$ cat src/rtl/instr_fetch_if.sv
// Fetch-unit bus bundle: instruction-memory request/response, branch redirect and decode handshake.
// master = fetch unit side, slave = memory/execute/decode side.
interface instr_fetch_if #(
  parameter int XLEN = 32
);
  logic            imem_req_valid;
  logic [XLEN-1:0] imem_req_addr;
  logic            imem_req_ready;
  logic            imem_rsp_valid;
  logic [XLEN-1:0] imem_rsp_data;
  logic            redirect_valid;
  logic [XLEN-1:0] redirect_pc;
  logic            dec_valid;
  logic            dec_ready;
  logic [XLEN-1:0] dec_instr;
  logic [XLEN-1:0] dec_pc;
  logic [6:0]      dec_op;

  modport master (
    output imem_req_valid, imem_req_addr,
    input  imem_req_ready, imem_rsp_valid, imem_rsp_data,
    input  redirect_valid, redirect_pc,
    output dec_valid, dec_instr, dec_pc, dec_op,
    input  dec_ready
  );

  modport slave (
    input  imem_req_valid, imem_req_addr,
    output imem_req_ready, imem_rsp_valid, imem_rsp_data,
    output redirect_valid, redirect_pc,
    input  dec_valid, dec_instr, dec_pc, dec_op,
    output dec_ready
  );
endinterface

$ cat src/rtl/instr_fetch_unit.sv
// Fetch stage: PC, credit-limited imem reads, in-order responses into a small FIFO; a word reaches decode 2 cycles after accept.
// Backpressure: requests stop once outstanding+buffered reaches FIFO_DEPTH; a redirect flushes and drains stale reads.
module instr_fetch_unit #(
  parameter int              XLEN       = 32,
  parameter logic [XLEN-1:0] RESET_PC   = '0,
  parameter int              FIFO_DEPTH = 2
) (
  input logic           clk,
  input logic           rst_n,
  instr_fetch_if.master fe
);
  localparam int PW = (FIFO_DEPTH > 1) ? $clog2(FIFO_DEPTH) : 1;
  localparam int CW = $clog2(FIFO_DEPTH + 1);

  typedef enum logic [1:0] {BOOT, RUN, DRAIN} state_t;

  typedef struct packed {
    logic [XLEN-1:0] pc;
    logic [XLEN-1:0] instr;
  } entry_t;

  state_t          state_q, state_d;
  logic [XLEN-1:0] pc_q, rsp_pc_q, redirect_tgt;
  logic [CW-1:0]   out_q, out_d, discard_q, discard_d, count_q;
  logic [CW:0]     credit_used;
  logic [PW-1:0]   wr_ptr_q, rd_ptr_q;
  entry_t          mem_q [FIFO_DEPTH];
  logic            redirect, req_fire, rsp_fire, drop, push, pop;
  logic            unused_pc_lsb;

  function automatic logic [PW-1:0] ptr_inc(input logic [PW-1:0] p);
    return (p == PW'(FIFO_DEPTH - 1)) ? '0 : p + PW'(1);
  endfunction

  assign redirect      = fe.redirect_valid & (state_q != BOOT);
  assign redirect_tgt  = {fe.redirect_pc[XLEN-1:2], 2'b00};
  assign unused_pc_lsb = ^fe.redirect_pc[1:0];

  // Credits cover both reads in flight and buffered words, so a response always finds space.
  assign credit_used       = {1'b0, out_q} + {1'b0, count_q};
  assign fe.imem_req_valid = (state_q == RUN) & ~redirect & (credit_used < (CW+1)'(FIFO_DEPTH));
  assign fe.imem_req_addr  = pc_q;
  assign req_fire          = fe.imem_req_valid & fe.imem_req_ready;

  assign rsp_fire = fe.imem_rsp_valid;
  assign drop     = (discard_q != '0);
  assign push     = rsp_fire & ~drop & ~redirect;
  assign out_d    = out_q + CW'(req_fire) - CW'(rsp_fire);

  assign fe.dec_valid = (count_q != '0) & ~redirect;
  assign pop          = fe.dec_valid & fe.dec_ready;
  assign fe.dec_instr = mem_q[rd_ptr_q].instr;
  assign fe.dec_pc    = mem_q[rd_ptr_q].pc;
  assign fe.dec_op    = mem_q[rd_ptr_q].instr[6:0];

  always_comb begin
    state_d   = state_q;
    discard_d = discard_q;
    // Every read still in flight at a redirect belongs to the old path.
    if (redirect) begin
      discard_d = out_d;
    end else if (rsp_fire && drop) begin
      discard_d = discard_q - CW'(1);
    end
    case (state_q)
      BOOT:    state_d = RUN;
      RUN:     if (redirect && (out_d != '0)) state_d = DRAIN;
      DRAIN:   if (!redirect && (discard_d == '0)) state_d = RUN;
      default: state_d = BOOT;
    endcase
  end

  always_ff @(posedge clk or negedge rst_n) begin
    if (!rst_n) begin
      state_q   <= BOOT;
      pc_q      <= RESET_PC;
      rsp_pc_q  <= RESET_PC;
      out_q     <= '0;
      discard_q <= '0;
    end else begin
      state_q   <= state_d;
      out_q     <= out_d;
      discard_q <= discard_d;
      if (redirect) begin
        pc_q     <= redirect_tgt;
        rsp_pc_q <= redirect_tgt;
      end else begin
        if (req_fire) pc_q <= pc_q + XLEN'(4);
        if (push)     rsp_pc_q <= rsp_pc_q + XLEN'(4);
      end
    end
  end

  always_ff @(posedge clk or negedge rst_n) begin
    if (!rst_n) begin
      wr_ptr_q <= '0;
      rd_ptr_q <= '0;
      count_q  <= '0;
      for (int i = 0; i < FIFO_DEPTH; i++) mem_q[i] <= '0;
    end else if (redirect) begin
      wr_ptr_q <= '0;
      rd_ptr_q <= '0;
      count_q  <= '0;
    end else begin
      if (push) begin
        mem_q[wr_ptr_q] <= '{pc: rsp_pc_q, instr: fe.imem_rsp_data};
        wr_ptr_q        <= ptr_inc(wr_ptr_q);
      end
      if (pop) rd_ptr_q <= ptr_inc(rd_ptr_q);
      count_q <= count_q + CW'(push) - CW'(pop);
    end
  end
endmodule

$ cat src/flat_wrapper.sv
// flat-port wrapper written by rule: the top's interface ports become plain ports
module instr_fetch_unit_flat 
#(
  parameter int              XLEN       = 32,
  parameter logic [XLEN-1:0] RESET_PC   = '0,
  parameter int              FIFO_DEPTH = 2
)
  (clk, rst_n, fe_imem_req_valid, fe_imem_req_addr, fe_imem_req_ready, fe_imem_rsp_valid, fe_imem_rsp_data, fe_redirect_valid, fe_redirect_pc, fe_dec_valid, fe_dec_instr, fe_dec_pc, fe_dec_op, fe_dec_ready);
  instr_fetch_if #(.XLEN(XLEN)) fe_i ();
  input logic clk;
  input logic rst_n;
  output wire logic [$bits(fe_i.imem_req_valid)-1:0] fe_imem_req_valid;
  output wire logic [$bits(fe_i.imem_req_addr)-1:0] fe_imem_req_addr;
  input wire logic [$bits(fe_i.imem_req_ready)-1:0] fe_imem_req_ready;
  input wire logic [$bits(fe_i.imem_rsp_valid)-1:0] fe_imem_rsp_valid;
  input wire logic [$bits(fe_i.imem_rsp_data)-1:0] fe_imem_rsp_data;
  input wire logic [$bits(fe_i.redirect_valid)-1:0] fe_redirect_valid;
  input wire logic [$bits(fe_i.redirect_pc)-1:0] fe_redirect_pc;
  output wire logic [$bits(fe_i.dec_valid)-1:0] fe_dec_valid;
  output wire logic [$bits(fe_i.dec_instr)-1:0] fe_dec_instr;
  output wire logic [$bits(fe_i.dec_pc)-1:0] fe_dec_pc;
  output wire logic [$bits(fe_i.dec_op)-1:0] fe_dec_op;
  input wire logic [$bits(fe_i.dec_ready)-1:0] fe_dec_ready;
  assign fe_imem_req_valid = fe_i.imem_req_valid;
  assign fe_imem_req_addr = fe_i.imem_req_addr;
  assign fe_i.imem_req_ready = fe_imem_req_ready;
  assign fe_i.imem_rsp_valid = fe_imem_rsp_valid;
  assign fe_i.imem_rsp_data = fe_imem_rsp_data;
  assign fe_i.redirect_valid = fe_redirect_valid;
  assign fe_i.redirect_pc = fe_redirect_pc;
  assign fe_dec_valid = fe_i.dec_valid;
  assign fe_dec_instr = fe_i.dec_instr;
  assign fe_dec_pc = fe_i.dec_pc;
  assign fe_dec_op = fe_i.dec_op;
  assign fe_i.dec_ready = fe_dec_ready;
  instr_fetch_unit #(.XLEN(XLEN), .RESET_PC(RESET_PC), .FIFO_DEPTH(FIFO_DEPTH)) u_core (.clk(clk), .rst_n(rst_n), .fe(fe_i));
endmodule
$ cat config.mk
export PLATFORM = sky130hd
export DESIGN_NAME = instr_fetch_unit_flat
export DESIGN_NICKNAME = d
export VERILOG_FILES = /design/src/rtl/instr_fetch_if.sv /design/src/rtl/instr_fetch_unit.sv /design/src/flat_wrapper.sv
export SDC_FILE = /design/constraint.sdc
export NUM_CORES = 1
export LEC_CHECK = 0
export ABC_AREA = 1
export CAP_MARGIN = 0
export CORE_ASPECT_RATIO = 1.25
export CORE_MARGIN = 10
export CORE_UTILIZATION = 50
export DETAILED_ROUTE_END_ITERATION = 6
export PLACE_DENSITY = 0.78
export SETUP_SLACK_MARGIN = 0.02
export SLEW_MARGIN = 15
export SYNTH_ARGS = -nofsm -noshare
export SYNTH_HDL_FRONTEND = slang
export SYNTH_SLANG_ARGS = --single-unit
$ cat constraint.sdc
create_clock -name clk -period 6.2 [get_ports clk]
set_input_delay 1.24 -clock clk [delete_from_list [all_inputs] [get_ports clk]]
set_output_delay 1.24 -clock clk [all_outputs]
set_load 0.02 [all_outputs]
== Word level (Yosys, flattened, before mapping) ==
Cells that the tools add are included.

* Muxes and demuxes: 22
* Bitwise gates (word level): 12
* $add $sub $neg: 10
* Magnitude comparators: 4
* Eq/ne operators: 4
* Reductions and logical operators: 16

{| class="wikitable"
|+ Operators with widths
! operator !! number
|-
| two-way mux 64 bit || 4
|-
| bitwise mux 128 bit || 1
|-
| two-way mux 32 bit || 4
|-
| adder 32 x 3 -> 32 bit (second input constant) || 2
|-
| demux 64 bit (select 1 bit) || 1
|-
| nonzero test 2 bit || 7
|-
| two-way mux 2 bit || 5
|-
| AND 1 bit || 8
|-
| two-way mux 1 bit || 6
|-
| case mux 2 bit (3 select lines) || 1
|-
| adder 2 x 1 -> 2 bit || 2
|-
| greater-or-equal comparator 2 bit (second input constant) || 2
|-
| logical AND 1 bit || 4
|-
| logical NOT 2 bit || 2
|-
| NOT 1 -> 2 bit || 2
|-
| AND reduction 2 bit || 2
|-
| subtractor 2 x 1 -> 2 bit || 2
|-
| adder 2 x 2 -> 3 bit || 1
|-
| < comparator 3 x 2 -> 1 bit (second input constant) || 1
|-
| adder 1 bit (second input constant) || 2
|-
| equality test 2 x 1 -> 1 bit (second input constant) || 1
|-
| equality test 2 bit (second input constant) || 1
|-
| < comparator 2 x 1 -> 1 bit (second input constant) || 1
|-
| inequality test 2 x 1 -> 1 bit (second input constant) || 1
|-
| 4 further kinds || 5
|}

* Register bits after elaboration: 202
* Bits of input ports: 70
* Output and inout bits: 105

== Logic depth before layout (Yosys ltp) ==
Gate-level depths: netlist (run 1).

* Word-level depth: 13
* Gate-level depth with buffers: 13
* Mapped depth without buffers: 12

== Worst setup path after synthesis (run 1) ==
OpenSTA, ideal clock, no wires.

* Path kind: input port to output port
* From: input port fe_redirect_valid
* To: output port fe_imem_req_valid
* Buffers on the path: 2
* Data required time: 4.960 ns
* Stages on the path: 5
* Arrival time: 2.072 ns
* Slack: 2.888 ns
* Cells stage by stage: o21ai_4 -> buf_2 -> buf_2 -> nand2_1 -> nor2_1

* Longest elaborated chain between the ends: 4

{| class="wikitable"
|+ Ends and longest elaborated chain
! item !! RTL line !! text
|-
| from (decl) || flat_wrapper.sv:17 || <nowiki>input wire logic [$bits(fe_i.redirect_valid)-1:0] fe_redirect_valid;</nowiki>
|-
| AND 1 bit || instr_fetch_unit.sv:35 || <nowiki>assign redirect = fe.redirect_valid & (state_q != BOOT);</nowiki>
|-
| NOT 1 bit (no source line) || -- ||
|-
| AND 1 bit (2 in a row) || instr_fetch_unit.sv:41 || <nowiki>assign fe.imem_req_valid = (state_q == RUN) & ~redirect & (credit_used < (CW+1)'(FIFO_DEPTH));</nowiki>
|-
| to (decl) || flat_wrapper.sv:12 || <nowiki>output wire logic [$bits(fe_i.imem_req_valid)-1:0] fe_imem_req_valid;</nowiki>
|}

No other way between the ends.

== Worst setup path in the final report (run 1) ==
* From: input port fe_redirect_valid
* To: output port fe_dec_valid

* Longest elaborated chain between the ends: 3

{| class="wikitable"
|+ Ends and longest elaborated chain
! item !! RTL line !! text
|-
| AND 1 bit || instr_fetch_unit.sv:35 ||
|-
| NOT 1 bit (no source line) || -- ||
|-
| AND 1 bit || instr_fetch_unit.sv:50 || <nowiki>assign fe.dec_valid = (count_q != '0) & ~redirect;</nowiki>
|-
| to (decl) || flat_wrapper.sv:19 || <nowiki>output wire logic [$bits(fe_i.dec_valid)-1:0] fe_dec_valid;</nowiki>
|}

No other way between the ends.

==> impl_metrics.csv, run 1 <==
group,metric,value,unit
synth,synth_edf_count,0,
floorplanning,io_pins,175,
clocking,cts_tree,"done",
drt,drtPass1Iterations,5,
clocking,cts_buffer_depth,2,
clocking,clk_pin_slew,0.07,ns
drt,ant_nets,0,
final_layout,seqCellArea,4856,µm²
hold_path,min_path_type,"flop to flop",
floorplanning,rows,58,
final_layout,final_nets,1669,
final_layout,final_util,62.35,%
timing,tightest_slew,1.011,ns
floorplanning,die_h,181.2,µm
power,p_per_area,532.3,nW/µm²
synth,synthesis.area,10390,µm²
synth,yosysTopAreaCellShare,46.71,%
synth,yosys.area.top_type,"dfrtp_1",
global_route,grt_pass1_wl,46.70,mm
critical_path,cp_max_fo,2,
critical_path,cp-end-kind,"output port",
global_route,grt_antenna_before_repair,0,
flow_run,drv_cap,0,
drt,routed-wl-met3,2.274,mm
synth,avgSynthCellArea,7.099,µm²
drt,wl_met2,13.52,mm
critical_path,cp.arrival,2.62,ns
final_layout,multi_input_area,4659,µm²
global_route,grt_max_degree,195,
floorplanning,die_area,26990,µm²
placement,port_buffers,168,
final_layout,layout-drive-gt1-share,3.554,%
placement,gp_congestion,1.007,
global_route,grt_pass1_vias,9202,
synth,synth_area_leaders,"dfrtp_1, nand2_1, nor2_1",
drt,wl_met1,12.12,mm
timing,timing.fmax,259.3,MHz
drt,drc_errors,0,
power,p_leak,0.006230,µW
timing,holdWs,0.4869,ns
critical_path,path_class,"primary input to output port",
timing,setup_viol,0,
critical_path,cp-start-kind,"primary input",
final_layout,fill_cells,1872,
synth,synthFlopType,"dfrtp_1",
clocking,postCtsSetupRepairBufs,0,
timing,rsz0062_at_grt,"no",
timing,period_needed,3.857,ns
critical_path,required,4.96,ns
clocking,htreeDepth,4,
synth,synth-seq-cells,194,
drt,dr.first_iter.drc_count,764,
timing,min_period_over_period,62.21,%
timing,clock_skew,0.009952,ns
clocking,cts-root-buf,"clkbuf_16",
synth,synthTopCellsByCount,"nand2_1, dfrtp_1, nor2_1",
final_layout,syn_to_final_growth,21.91,%
clocking,ctsHoldBuffers,0,
power,ir_drop,238.9,µV
timing,finalHoldViolCount,0,
timing,fin_tns_setup,0,ns
floorplanning,initial_core_util,51.15,%
drt,viasPerCell,5.239,
final_layout,antenna_cells,0,
placement,dp_hpwl,20.04,mm
floorplanning,die_width,149.0,µm
timing,drv_slew,0,
clocking,cts_buffers,17,
clocking,cts.sinks,194,
clocking,ctsResizeCount,0,
drt,num_vias,9818,
synth,synthCells,1464,
synth,async_reset_ff_share,100.0,%
drt,highest_layer,"met4",
drt,wl_per_cell,15.36,µm
synth,synthDistinctLibCells,38,
floorplanning,core_region_area,20320,µm²
clocking,clkLatencyLatePin,0.44,ns
global_route,grt_usage,21.17,%
synth,yosys_warnings,0,
synth,synth.most_common_cell,"nand2_1",
global_route,grt_overflow,0,
timing,relSlewSlack,32.58,%
drt,drt-total-wl,28.79,mm
synth,yosysSeqAreaShare,46.71,%
status,outcome,"completed",
[state kept, by name, summed over array words and instances, names as in the netlist]
register / count
u_core.count_q: 2
u_core.discard_q: 2
u_core.fe.imem_req_addr: 30
u_core.mem_q: 124
u_core.out_q: 2
u_core.rd_ptr_q: 1
u_core.rsp_pc_q: 30
u_core.state_q: 2
u_core.wr_ptr_q: 1
[worst max-delay path, cell delays in order]
cell,delay [ns]
clkdlybuf4s50_1,0.46
inv_1,0.11
nor2_4,0.04
nor2_1,0.13
clkdlybuf4s50_1,0.63
[area by class of cell]
| type | count | share of cell area, % |
|---|---|---|
| Clock inverter | 14 | 1.106 |
| Inverter | 131 | 3.881 |
| Timing Repair Buffer | 176 | 13.86 |
| Tap cell | 270 | 2.666 |
| Clock buffer | 18 | 3.387 |
| Sequential cell | 194 | 38.33 |
| Multi-Input combinational cell | 1071 | 36.78 |
[final timing paths]
path | startpoint | end | cells past startpoint | slack (ns)
worst min-delay path | u_core.mem_q[112] | u_core.mem_q[112] | 2 | 0.49
worst max-delay path | fe_redirect_valid | fe_dec_valid | 5 | 2.34
min in group asynchronous | rst_n | u_core.mem_q[25] | 2 | 1.02
worst min register to register | u_core.mem_q[112] | u_core.mem_q[112] | 2 | 0.49
worst max register to register | u_core.state_q[1] | u_core.state_q[0] | 9 | 3.34
max in group asynchronous | rst_n | u_core.rsp_pc_q[27] | 2 | 4.48
[through the flow]
stage                     power, µW  worst slack [ns]  instances  area, µm²
after floorplan                4382             2.888       1467      10400
after global placement         5621             2.227       1842      12100
after detailed placement       5704             2.186       1842      12100
after CTS                      6789             2.330       1874      12670
after global routing           7284             2.247       1874      12670
final                          6744             2.343       1874      12670
[power breakdown]
group / leakage, µW / switching [µW] / internal (µW)
Sequential: 0.00241 / 493 / 1850
Combinational: 0.00355 / 2010 / 1320
Clock: 0.000274 / 528 / 536
[kinds of logic (layout without fill, tap and decap cells)]
kind of cell             count (synthesis)  count (layout)  synth area share, %
flip-flops                             194             194                46.71
other                                    1               4              0.03608
buffers and inverters                  202             339                8.656
AND/OR/NAND/NOR                        849             849                32.62
XOR/XNOR                                 6               6               0.5057
AO/OA/AOI/OAI                          204             204                10.44
adder cells (fa/ha/maj)                  8               8                1.035
[layout by cell type (no fill, tap or decap), drive strengths merged, types with 2 or more instances in the layout]
master and count:
clkbuf 18, clkinv 4, a21oi 36, ha 7, xor2 5, buf 9, nand4 11, nor3 5
clkinvlp 2, o21ai 144, o211ai 6, clkdlybuf4s50 167, nand3 77, a31oi 8, nand2 601, conb 4
inv 139, o21a 2, dfrtp 194, nor2 153, a22oi 4
[per-layer routing]
metal	up-vias	track usage (%)
li1	4842	-
met1	4569	26.77
met2	357	34.20
met3	50	5.100
met4	0	7.904
met5	-	0
No activity file was read; power rests on OpenSTA's default activity.
==> inputs of run 2 (changes only) <==
--- a/config.mk
+++ b/config.mk
@@ -9,9 +9,9 @@
 export CAP_MARGIN = 0
 export CORE_ASPECT_RATIO = 1.25
 export CORE_MARGIN = 10
-export CORE_UTILIZATION = 50
+export CORE_UTILIZATION = 49
 export DETAILED_ROUTE_END_ITERATION = 6
-export PLACE_DENSITY = 0.78
+export PLACE_DENSITY = 0.79
 export SETUP_SLACK_MARGIN = 0.02
 export SLEW_MARGIN = 15
 export SYNTH_ARGS = -nofsm -noshare
==> constraint.sdc (replaced) <==
create_clock -name clk -period 3.2 [get_ports clk]
set_input_delay 0.64 -clock clk [delete_from_list [all_inputs] [get_ports clk]]
set_output_delay 0.64 -clock clk [all_outputs]
set_load 0.02 [all_outputs]
==> impl_metrics.csv, run 2 (synthesis results as in run 1) <==
group,metric,value,unit
timing,min_period_over_period,93.91,%
final_layout,largest_reg_flops,124,
final_layout,layout-drive-gt1-share,4.094,%
drt,ant_nets,0,
global_route,grt_max_degree,69,
critical_path,crit_top_cell,"inv_1",
timing,tightest_slew,0.7455,ns
placement,gp_congestion,0.9584,
floorplanning,core_region_area,20820,µm²
clocking,clk_pin_slew,0.07,ns
floorplanning,rows,59,
critical_path,crit_path_top_delay_cell,"clkdlybuf4s50_1",
final_layout,syn_to_final_growth,23.65,%
critical_path,path_buf_inv,3,
timing,drv_slew,0,
critical_path,cp-start-kind,"flop",
timing,fin_tns_setup,0,ns
placement,dp_hpwl,20.80,mm
floorplanning,io_pins,175,
drt,num_vias,9829,
critical_path,crit_family,"buffers and inverters",
critical_path,path_class,"flop to output port",
floorplanning,initial_core_util,49.92,%
drt,drt-total-wl,28.63,mm
floorplanning,die_h,182.8,µm
drt,wl_per_cell,15.18,µm
timing,timing.final.ws_setup,0.1950,ns
global_route,grt_usage,20.97,%
power,p_total,13290,µW
final_layout,final_common_cell,"nand2_1",
timing,clock_skew,0.01265,ns
clocking,htreeDepth,4,
drt,dr.first_iter.drc_count,814,
critical_path,cp_cell_sequence,"nand2_1 > inv_1 > fa_1 > nor2_2 > inv_1 > nor2_1 > clkdlybuf4s50_1",
critical_path,max_stage_delay,0.62,ns
final_layout,final_nets,1678,
final_layout,antenna_cells,0,
clocking,cts_tree,"done",
timing,setup_viol,0,
timing,period_needed,3.005,ns
timing,relSlewSlack,50.30,%
floorplanning,die_width,150.3,µm
clocking,cts_buffer_depth,2,
global_route,grt_pass1_vias,9494,
placement,place_ws,0.4470,ns
power,p_leak,0.006324,µW
final_layout,final_cell_mix,"nand2_1, dfrtp_1, clkdlybuf4s50_1, nor2_1, inv_1",
critical_path,cp.arrival,2.37,ns
drt,drc_errors,0,
final_layout,regMostFlops,"u_core.mem_q",
flow_run,drv_cap,0,
global_route,grt_overflow,0,
floorplanning,die_area,27470,µm²
drt,viasPerCell,5.212,
clocking,cts.sinks,194,
global_route,grt_pass1_wl,47.38,mm
clocking,cts_buffers,17,
global_route,grt_antenna_before_repair,0,
timing,finalHoldViolCount,0,
status,outcome,"completed",
power,ir_drop,512.7,µV
power,p_per_area,1035,nW/µm²
critical_path,required,2.56,ns
critical_path,cp_max_fo,3,
clocking,cts-root-buf,"clkbuf_16",
timing,rsz0062_at_grt,"no",
critical_path,cp-end-kind,"output port",
placement,port_buffers,168,
drt,drtPass1Iterations,5,
clocking,ctsHoldBuffers,0,
clocking,clkLatencyLatePin,0.44,ns
hold_path,min_path_type,"primary input to async pin",
timing,timing.fmax,332.8,MHz
## run 2: cell count changes in the layout (fill, tap and decap cells not counted), sizes merged
cell,previous run,this run
buf,9,18
bufinv,0,2
clkinv,4,3
clkinvlp,2,1
inv,139,138
## run 2: what timing repair did
action | 4_1_cts | 5_1_grt
setup endpoints to repair | 0 | 1
buffers inserted | 0 | 0
gates resized for setup | 0 | 1
## run 2: final cells by class
cell class                      instances  area (µm²)
Multi-Input combinational cell       1071        4662
Fill cell                            1929        7968
Tap cell                              274       342.8
Timing Repair Buffer                  185        1898
Clock buffer                           18       429.2
Clock inverter                         13       170.2
Inverter                              131       491.7
Sequential cell                       194        4856
## run 2: worst reg2reg max path, stage by stage (launching register included)
cell and delay, ns:
dfrtp_1 0.40, nand2_1 0.06, inv_1 0.05, fa_1 0.46
nor2_2 0.19, nand4_4 0.20, inv_1 0.13, ha_1 0.16
xor2_1 0.17, nand2_1 0.10, nand3_1 0.12, a21boi_0 0.09
## run 2: final timing paths
check | from | to | slack (ns) | cells after the start
worst max-delay path | u_core.count_q[0] | fe_imem_req_valid | 0.19 | 7
worst min-delay path | rst_n | u_core.mem_q[91] | 0.19 | 1
worst max register to register | u_core.count_q[0] | u_core.state_q[0] | 0.94 | 11
worst min register to register | u_core.mem_q[58] | u_core.mem_q[58] | 0.49 | 2
max in group asynchronous | rst_n | u_core.mem_q[53] | 2.20 | 2
min in group clk | u_core.mem_q[58] | u_core.mem_q[58] | 0.49 | 2
## run 2: per-layer routing
metal  vias up  wire length, µm  share of wire (%)  GRT usage (%)
li1       4855                -                  -              -
met1      4537            12120                 42          26.85
met3        41             2177                7.6          4.113
met2       396            13690                 48          34.57
met4         0              645                2.3          7.282
met5         -                0                  0              0
## run 2: power by group
| part | total, µW | switching, µW | internal, µW | leakage, µW |
|---|---|---|---|---|
| combinational | 6550 | 3920 | 2640 | 0.00363 |
| sequential | 4550 | 962 | 3590 | 0.00241 |
| clock | 2190 | 1010 | 1180 | 0.000290 |
## run 2: metrics by stage
stage	instances	hold slack (ns)	utilization, %	instance area, µm²
4_1_cts	1886	0.2080	61.71	12850
5_1_grt	1886	0.2242	61.73	12850
6_report	1886	0.1864	61.73	12850
3_3_place_gp	1855	0.4651	58.84	12250
2_1_floorplan	1467	0.3444	-	10400
3_5_place_dp	1855	0.4728	58.84	12250
